==> src/rtl/mmul_pkg.sv <==
// Shared encodings for the bit-serial modular multiplier sequencer and its datapath.
package mmul_pkg;

  localparam logic [1:0] FLAG_REGC = 2'b00;
  localparam logic [1:0] FLAG_REGD = 2'b01;
  localparam logic [1:0] FLAG_REGB = 2'b10;

  localparam logic [1:0] OP_NONE    = 2'b00;
  localparam logic [1:0] OP_DBL_ADD = 2'b01;
  localparam logic [1:0] OP_SUB     = 2'b10;

  typedef enum logic [2:0] {
    ST_IDLE,
    ST_INIT,
    ST_ADD,
    ST_SUB1,
    ST_SUB2,
    ST_DONE
  } mmul_state_e;

  // Register that receives the next result: regc -> regd -> regb -> regc; illegal 11 folds to regc.
  function automatic logic [1:0] next_loc(input logic [1:0] flag);
    case (flag)
      FLAG_REGC: return FLAG_REGD;
      FLAG_REGD: return FLAG_REGB;
      default:   return FLAG_REGC;
    endcase
  endfunction

endpackage

==> src/rtl/mmul_seq_ctrl.sv <==
// Sequencer for the bit-serial interleaved modular multiplier (MSB first).
// Build option MMUL_EARLY_EXIT_EN: skip the second subtraction when the first one borrows.
//
// state | meaning
// IDLE  | waiting for start
// INIT  | pulse mmul_en, clear regc, load flag 00
// ADD   | dst = 2*src + a[bit_idx]*b
// SUB1  | first conditional dst = src - p
// SUB2  | second conditional dst = src - p, then next bit or finish
// DONE  | one-cycle done pulse, src_sel shows final c location
module mmul_seq_ctrl
  import mmul_pkg::*;
#(
  parameter int WIDTH = 256,
  parameter int CNT_W = $clog2(WIDTH)
) (
  input  logic             clk,
  input  logic             rst,
  input  logic             start,
  input  logic [1:0]       c_flag,
  input  logic             borrow,
  output logic             busy,
  output logic             done,
  output logic             mmul_en,
  output logic             clr_c,
  output logic [1:0]       op,
  output logic [1:0]       src_sel,
  output logic [1:0]       dst_sel,
  output logic             dst_we,
  output logic             c_flag_we,
  output logic [1:0]       c_flag_in,
  output logic [CNT_W-1:0] bit_idx
);

  mmul_state_e      state_q, state_d;
  logic [CNT_W-1:0] bit_idx_q, bit_idx_d;
  logic             last_bit;

  assign last_bit = (bit_idx_q == '0);

  always_ff @(posedge clk or posedge rst) begin
    if (rst) begin
      state_q   <= ST_IDLE;
      bit_idx_q <= '0;
    end else begin
      state_q   <= state_d;
      bit_idx_q <= bit_idx_d;
    end
  end

  always_comb begin
    state_d   = state_q;
    bit_idx_d = bit_idx_q;
    busy      = 1'b1;
    done      = 1'b0;
    mmul_en   = 1'b0;
    clr_c     = 1'b0;
    op        = OP_NONE;
    dst_we    = 1'b0;
    case (state_q)
      ST_IDLE: begin
        busy = 1'b0;
        if (start) begin
          state_d   = ST_INIT;
          bit_idx_d = CNT_W'(WIDTH - 1);
        end
      end
      ST_INIT: begin
        mmul_en = 1'b1;
        clr_c   = 1'b1;
        state_d = ST_ADD;
      end
      ST_ADD: begin
        op      = OP_DBL_ADD;
        dst_we  = 1'b1;
        state_d = ST_SUB1;
      end
      ST_SUB1: begin
        op      = OP_SUB;
        dst_we  = ~borrow;
`ifdef MMUL_EARLY_EXIT_EN
        if (borrow) begin
          if (last_bit) begin
            state_d = ST_DONE;
          end else begin
            state_d   = ST_ADD;
            bit_idx_d = bit_idx_q - CNT_W'(1);
          end
        end else begin
          state_d = ST_SUB2;
        end
`else
        state_d = ST_SUB2;
`endif
      end
      ST_SUB2: begin
        op     = OP_SUB;
        dst_we = ~borrow;
        if (last_bit) begin
          state_d = ST_DONE;
        end else begin
          state_d   = ST_ADD;
          bit_idx_d = bit_idx_q - CNT_W'(1);
        end
      end
      ST_DONE: begin
        done    = 1'b1;
        state_d = ST_IDLE;
      end
      default: begin
        busy    = 1'b0;
        state_d = ST_IDLE;
      end
    endcase
  end

  // Register selects are held at 0 while idle so every output is 0 in and after reset.
  assign src_sel   = busy ? c_flag : 2'b00;
  assign dst_sel   = busy ? next_loc(c_flag) : 2'b00;
  assign c_flag_we = dst_we;
  assign c_flag_in = dst_sel;
  assign bit_idx   = bit_idx_q;

endmodule
==> config.mk <==
export PLATFORM = sky130hd
export DESIGN_NAME = mmul_seq_ctrl
export DESIGN_NICKNAME = d
export VERILOG_FILES = /design/src/rtl/mmul_pkg.sv /design/src/rtl/mmul_seq_ctrl.sv
export SDC_FILE = /design/constraint.sdc
export NUM_CORES = 1
export LEC_CHECK = 0
export CORE_MARGIN = 2
export CORE_UTILIZATION = 41
export CTS_CLUSTER_DIAMETER = 40
export DETAILED_ROUTE_END_ITERATION = 12
export PLACE_DENSITY = 0.74
export RECOVER_POWER = 100
export SLEW_MARGIN = 30
export SYNTH_ARGS = -nofsm -noshare
export SYNTH_HDL_FRONTEND = slang
export SYNTH_SLANG_ARGS = --single-unit
==> constraint.sdc <==
create_clock -name clk -period 2.3 [get_ports clk]
set_input_delay 0.46 -clock clk [delete_from_list [all_inputs] [get_ports clk]]
set_output_delay 0.46 -clock clk [all_outputs]
set_load 0.005 [all_outputs]
## Word level (Yosys, flattened, before mapping)

Cells that the tools add are included.
Widths: inputs -> output; s select.

- Register bits: 11
- Output and inout bits: 22
- Logic and storage cells: 33

- Add/sub/neg operators: 1
- Equality and inequality tests: 8
- Muxes and demuxes: 14
- Bitwise operators: 1
- Reduce and logical (&&, ||, !) cells: 7

Operators with widths:

| kind | number |
|---|---|
| $mux 8 | 2 |
| $pmux 8 s2 | 1 |
| $pmux 3 s5 | 1 |
| $logic_not 8->1 | 1 |
| $pmux 2 s2 | 2 |
| $sub 8x1->8 const B | 1 |
| $eq 3x2->1 const B | 2 |
| $eq 3x3->1 const B | 2 |
| $mux 3 | 2 |
| $reduce_or 5->1 | 1 |
| $mux 2 | 2 |
| $ne 2x2->1 const B | 2 |
| $eq 3x1->1 const B | 1 |
| $logic_not 3->1 | 1 |
| $mux 1 | 3 |
| $reduce_and 3->1 | 1 |
| $eq 2x1->1 const B | 1 |
| $logic_not 2->1 | 1 |
| $pmux 1 s2 | 1 |
| $reduce_bool 2->1 | 1 |
| $reduce_or 2->1 | 1 |
| $not 1->1 | 1 |

## Logic depth before layout (Yosys ltp)

- Word-level depth: 4
- Depth in mapped cells: 6
- Mapped depth without buffers: 6

## Least setup slack after synthesis

No wires, ideal clock.

- Kind: register to register
- Start point: register state_q[0]
- End point: register bit_idx_q[7], in the netlist bit_idx[7]
- Arrival: 1.858 ns
- Slack: 0.356 ns
- Stages on the path, launching flop included: 6
- Buffers on the path: 1
- Period minus slack after synthesis: 1.944 ns
- Path through: dfrtp_1 > buf_6 > or3b_4 > or4_4 > or4_1 > o211ai_1

- Word-level cells in the longest chain between the ends: 3
- Elaborated cells on any way between the ends: 7

Ends and longest elaborated chain:

| element | RTL line | RTL |
|---|---|---|
| start: declaration | mmul_seq_ctrl.sv:35 | `mmul_state_e state_q, state_d;` |
| start signal: assignment | mmul_seq_ctrl.sv:46 | `state_q <= state_d;` |
| $eq 3x3->1 or $logic_not 3->1 (tied branches) | mmul_seq_ctrl.sv:60 | `case (state_q)` |
| $ne 2x2->1 (no source line) or $reduce_bool 2->1 (tied branches) | n/a |  |
| $reduce_and 3->1 (no source line) | n/a |  |
| end signal: assignment | mmul_seq_ctrl.sv:47 | `bit_idx_q <= bit_idx_d;` |
| end: declaration | mmul_seq_ctrl.sv:36 | `logic [CNT_W-1:0] bit_idx_q, bit_idx_d;` |

Several ways; a longest one is shown, not always the timed one.
A chain may end at the register's enable or synchronous reset.

## Final worst setup path

- Start point: register state_q[1]
- End point: output port mmul_en

- Word-level cells in the longest chain between the ends: 2

Ends and longest elaborated chain:

| element | RTL line | RTL |
|---|---|---|
| $eq 3x1->1 | mmul_seq_ctrl.sv:60 |  |
| $mux 1 | mmul_seq_ctrl.sv:60 |  |
| end: declaration | mmul_seq_ctrl.sv:24 | `output logic mmul_en,` |

Every way passes these cells.

==> impl_summary.md <==
Finish
In the layout the commonest cells are sky130_fd_sc_hd__clkdlybuf4s50_1 (13), sky130_fd_sc_hd__dlygate4sd3_1 (11), sky130_fd_sc_hd__dfrtp_1 (9), sky130_fd_sc_hd__a21oi_1 (7). Once layout is complete, the utilization of the core stands at 65.5%. The library cell used most frequently in the layout, excluding fill and tap cells, is sky130_fd_sc_hd__clkdlybuf4s50_1.

The post-route netlist has 18.4% of its cells at a drive strength greater than 1. The area of all placed cells without fillers is 1010 µm². The count of nets after finishing is 111.

0 antenna diodes ended up in the layout. Excluding fillers, the count of instances in the completed layout stands at 119. The layout overhead on the synthesized area is 45.7%.

Power
Combinational cells account for 31.3% of the total power. Sequential cells burn 47.0% of the power. The power density over cell area is 640 nW/µm². Summed over all cells, the static leakage comes to 0.382 nW. The net switching power of the design is 0.213 mW. The total chip power is 0.646 mW. Internal power comes to 0.433 mW.

VDD sags by at most 0.588 mV. The clock network accounts for 21.7% of the total power. The switching power as a share of total power is 33.0%.

Global route
In the global route stage, overall resource usage came out at 19.0%. The wire length of the first global-routing pass is 2.70 mm. Summed over all layers, the global routing overflow is 0.

The number of antenna violations at the first check in global routing is 0. Entering global routing, the biggest net connects 12 pins. The number of global-route vias before repair is 601.

STA
The routed design could run at a clock period as short as 2.24 ns. The final-report max-slew violation count was 0. The transition time of the tightest slew-check pin is 0.570 ns.

The setup slack after layout is 0.0570 ns. The total negative slack for setup checks is 0 ns. After layout, the worst path uses 97.5% of the clock period. Setup repair after global routing left no endpoint under its margin. The number of failing hold endpoints at the final stage is 0.

Final hold analysis gives a worst-case slack of 0.556 ns. The largest clock skew in the final design is 0.00881 ns. The highest clock frequency the design can meet is 446 MHz.

In this run the tightest slew margin relative to its limit is 61.8%. The setup violation total in the final timing report is 0.

Routing
After detailed routing, the total wire length is 1.73 mm. The highest layer used for signal routing is met4. The met1 routed wirelength after detailed routing is 762 µm. After detailed routing, the number of remaining DRC violations is 0. The count of antenna-violating nets left after detailed routing is 0.

The vias per cell is 5.70. The sum of met2 wire segment lengths after detailed routing is 866 µm. Detailed routing placed a total of 97 µm of wire on met3. The routed length per placed instance is 14.6 µm. Before antenna repair, the detailed router went through 4 iterations.

The total number of vias is 678. After the first detailed-routing iteration, the DRC count stood at 9.

Worst setup path
STA classifies the critical path startpoint as a flop. The kind of critical path is flop to output port. The data required time of the worst path is 1.84 ns. Traced cell by cell, the critical path runs through buf_4 > nor3b_1 > clkdlybuf4s50_1. The critical path endpoint category is an output port.

The slowest stage of the critical path is the sky130_fd_sc_hd__clkdlybuf4s50_1 cell. In this design, the largest share of critical-path delay is due to buffers and inverters. The peak fanout along the critical path is 5. The combined buffer and inverter count along the critical path is 2. In this design, the stage delay of the slowest critical-path cell is 0.57 ns. Data on the critical path arrives at its endpoint at 1.78 ns.

Synthesis
The post-synthesis area per instance is 9.63 µm². Counting flops and latches in the post-synthesis netlist gives 11. Yosys printed 0 warnings. The most used flip-flop cell after synthesis is sky130_fd_sc_hd__dfrtp_1. Synthesis produced a netlist with a net count of 79. The share of synthesized area occupied by flip-flops and latches is 39.7%. The gate count of the mapped netlist is 72. The cell area that synthesis handed to floorplanning was 693 µm².

In this run, synthesis inferred 0 flip-flops with an integrated enable. The synthesized netlist contains 32 unique library cells. The share of synthesized registers carrying an async set or reset is 100%.

Clock network
The worst-skew pair later-pin latency is 0.28 ns. The clock transition at the register clock pins on the worst setup and hold paths after CTS is 0.07 ns. CTS built an H-tree with a depth of 1. The cell chosen for the clock root is sky130_fd_sc_hd__clkbuf_4. In this run, CTS created clock tree buffers numbering 3. TritonCTS built the clock tree. The buffer depth of the longest clock path is 2. The clock sink total is 11.

Run status
The run finished with clean final reports.

Floorplan
After floorplanning, the core was divided into 14 placement rows. The effective utilization at floorplan is 45.0%. The die span in y is 45.1 µm. Pin placement for this block handled 28 I/O pins. The die outline area is 2040 µm². The core box area is 1540 µm². Measured along the x axis, the die boundary spans 45.1 µm.

Placed design
The total half-perimeter wirelength after legalization and detailed placement is 1.25 mm. The weighted congestion at the end of routability-driven global placement is 0.809. Summing all placed instances gives a cell area of 945 µm².

The count of buffers inserted at the top-level ports is 27. Timing analysis after detailed placement gives a worst setup slack of 0.131 ns. After detailed placement, the design holds a cell count of 110.

Worst hold path
The worst hold path class is flop to flop.

Job
The max-cap violation count is 0.
==> logic make-up (layout without fill, tap and decap cells) <==
| family | count (synthesis) | after routing | synth area share, % |
|---|---|---|---|
| simple gates | 30 | 30 | 31.2 |
| buf+inv | 10 | 41 | 9.39 |
| fa+ha+maj | 1 | 1 | 1.80 |
| flops | 11 | 11 | 39.7 |
| compound gates | 20 | 20 | 17.9 |
==> final timing paths <==
kind | startpoint | to | slack [ns] | cells after the start
max | state_q[1]$_DFFE_PP0P_ | mmul_en | 0.06 | 3
min | bit_idx[0]$_DFFE_PP0P_ | bit_idx[0]$_DFFE_PP0P_ | 0.56 | 1
max reg2reg | state_q[1]$_DFFE_PP0P_ | bit_idx[7]$_DFFE_PP0P_ | 0.17 | 5
min reg2reg | bit_idx[0]$_DFFE_PP0P_ | bit_idx[0]$_DFFE_PP0P_ | 0.56 | 1
max in group asynchronous | rst | state_q[1]$_DFFE_PP0P_ | 1.37 | 2
min in group asynchronous | rst | state_q[0]$_DFFE_PP0P_ | 0.60 | 2
==> state kept, by name, summed over array words and instances, names as in the netlist <==
signal   flops
bit_idx      8
state_q      3
==> cell usage after synthesis (2+ instances only) <==
master	instances	area [µm²]
sky130_fd_sc_hd__and2_1	3	18.8
sky130_fd_sc_hd__o31ai_1	4	30.0
sky130_fd_sc_hd__dfrtp_1	11	275
sky130_fd_sc_hd__a21oi_1	8	40.0
sky130_fd_sc_hd__nor3_1	6	30.0
sky130_fd_sc_hd__or3_1	2	12.5
sky130_fd_sc_hd__a31oi_1	2	12.5
sky130_fd_sc_hd__inv_1	3	11.3
sky130_fd_sc_hd__nor3b_1	3	22.5
sky130_fd_sc_hd__o21ai_0	2	10.0
sky130_fd_sc_hd__nand2_1	2	7.51
sky130_fd_sc_hd__nand3b_1	2	15.0
sky130_fd_sc_hd__buf_4	5	37.5
==> worst reg2reg max path, cell delays in order (launching register included) <==
cell and delay, ns:
sky130_fd_sc_hd__dfrtp_2 0.44, sky130_fd_sc_hd__or3b_4 0.41, sky130_fd_sc_hd__clkbuf_1 0.14, sky130_fd_sc_hd__or4_1 0.48, sky130_fd_sc_hd__or4_1 0.42, sky130_fd_sc_hd__o211ai_1 0.17
==> area by class of cell <==
| type | instances | area, µm² |
|---|---|---|
| sequential | 11 | 278 |
| timing repair buffer | 34 | 317 |
| fill | 135 | 532 |
| multi-input combinational | 51 | 358 |
| tap | 16 | 20.0 |
| inverter | 3 | 11.3 |
| clock buffer | 4 | 26.3 |
==> routing by layer <==
layer / vias to the layer above / track usage, %
met5: - / 0
met4: 0 / 5.29
met3: 2 / 7.20
met2: 20 / 30.6
met1: 324 / 23.8
li1: 332 / -
==> power by group through the flow <==
| stage | Clock, mW | Sequential, mW | Combinational (mW) |
|---|---|---|---|
| final | 0.140 | 0.304 | 0.203 |
| after global placement | 0 | 0.307 | 0.216 |
| after floorplan | 0 | 0.302 | 0.0920 |
| after global routing | 0.153 | 0.315 | 0.230 |
| after CTS | 0.138 | 0.307 | 0.222 |
| after detailed placement | 0 | 0.311 | 0.221 |
==> what timing repair did <==
item                                    4_1_cts  5_1_grt
buffers inserted                              5        0
pin swaps                                     1        0
endpoints found under the setup margin        6        3
hold buffers                                  0        0
gates resized for setup                       5        2
No activity file was read; power rests on OpenSTA's default activity.
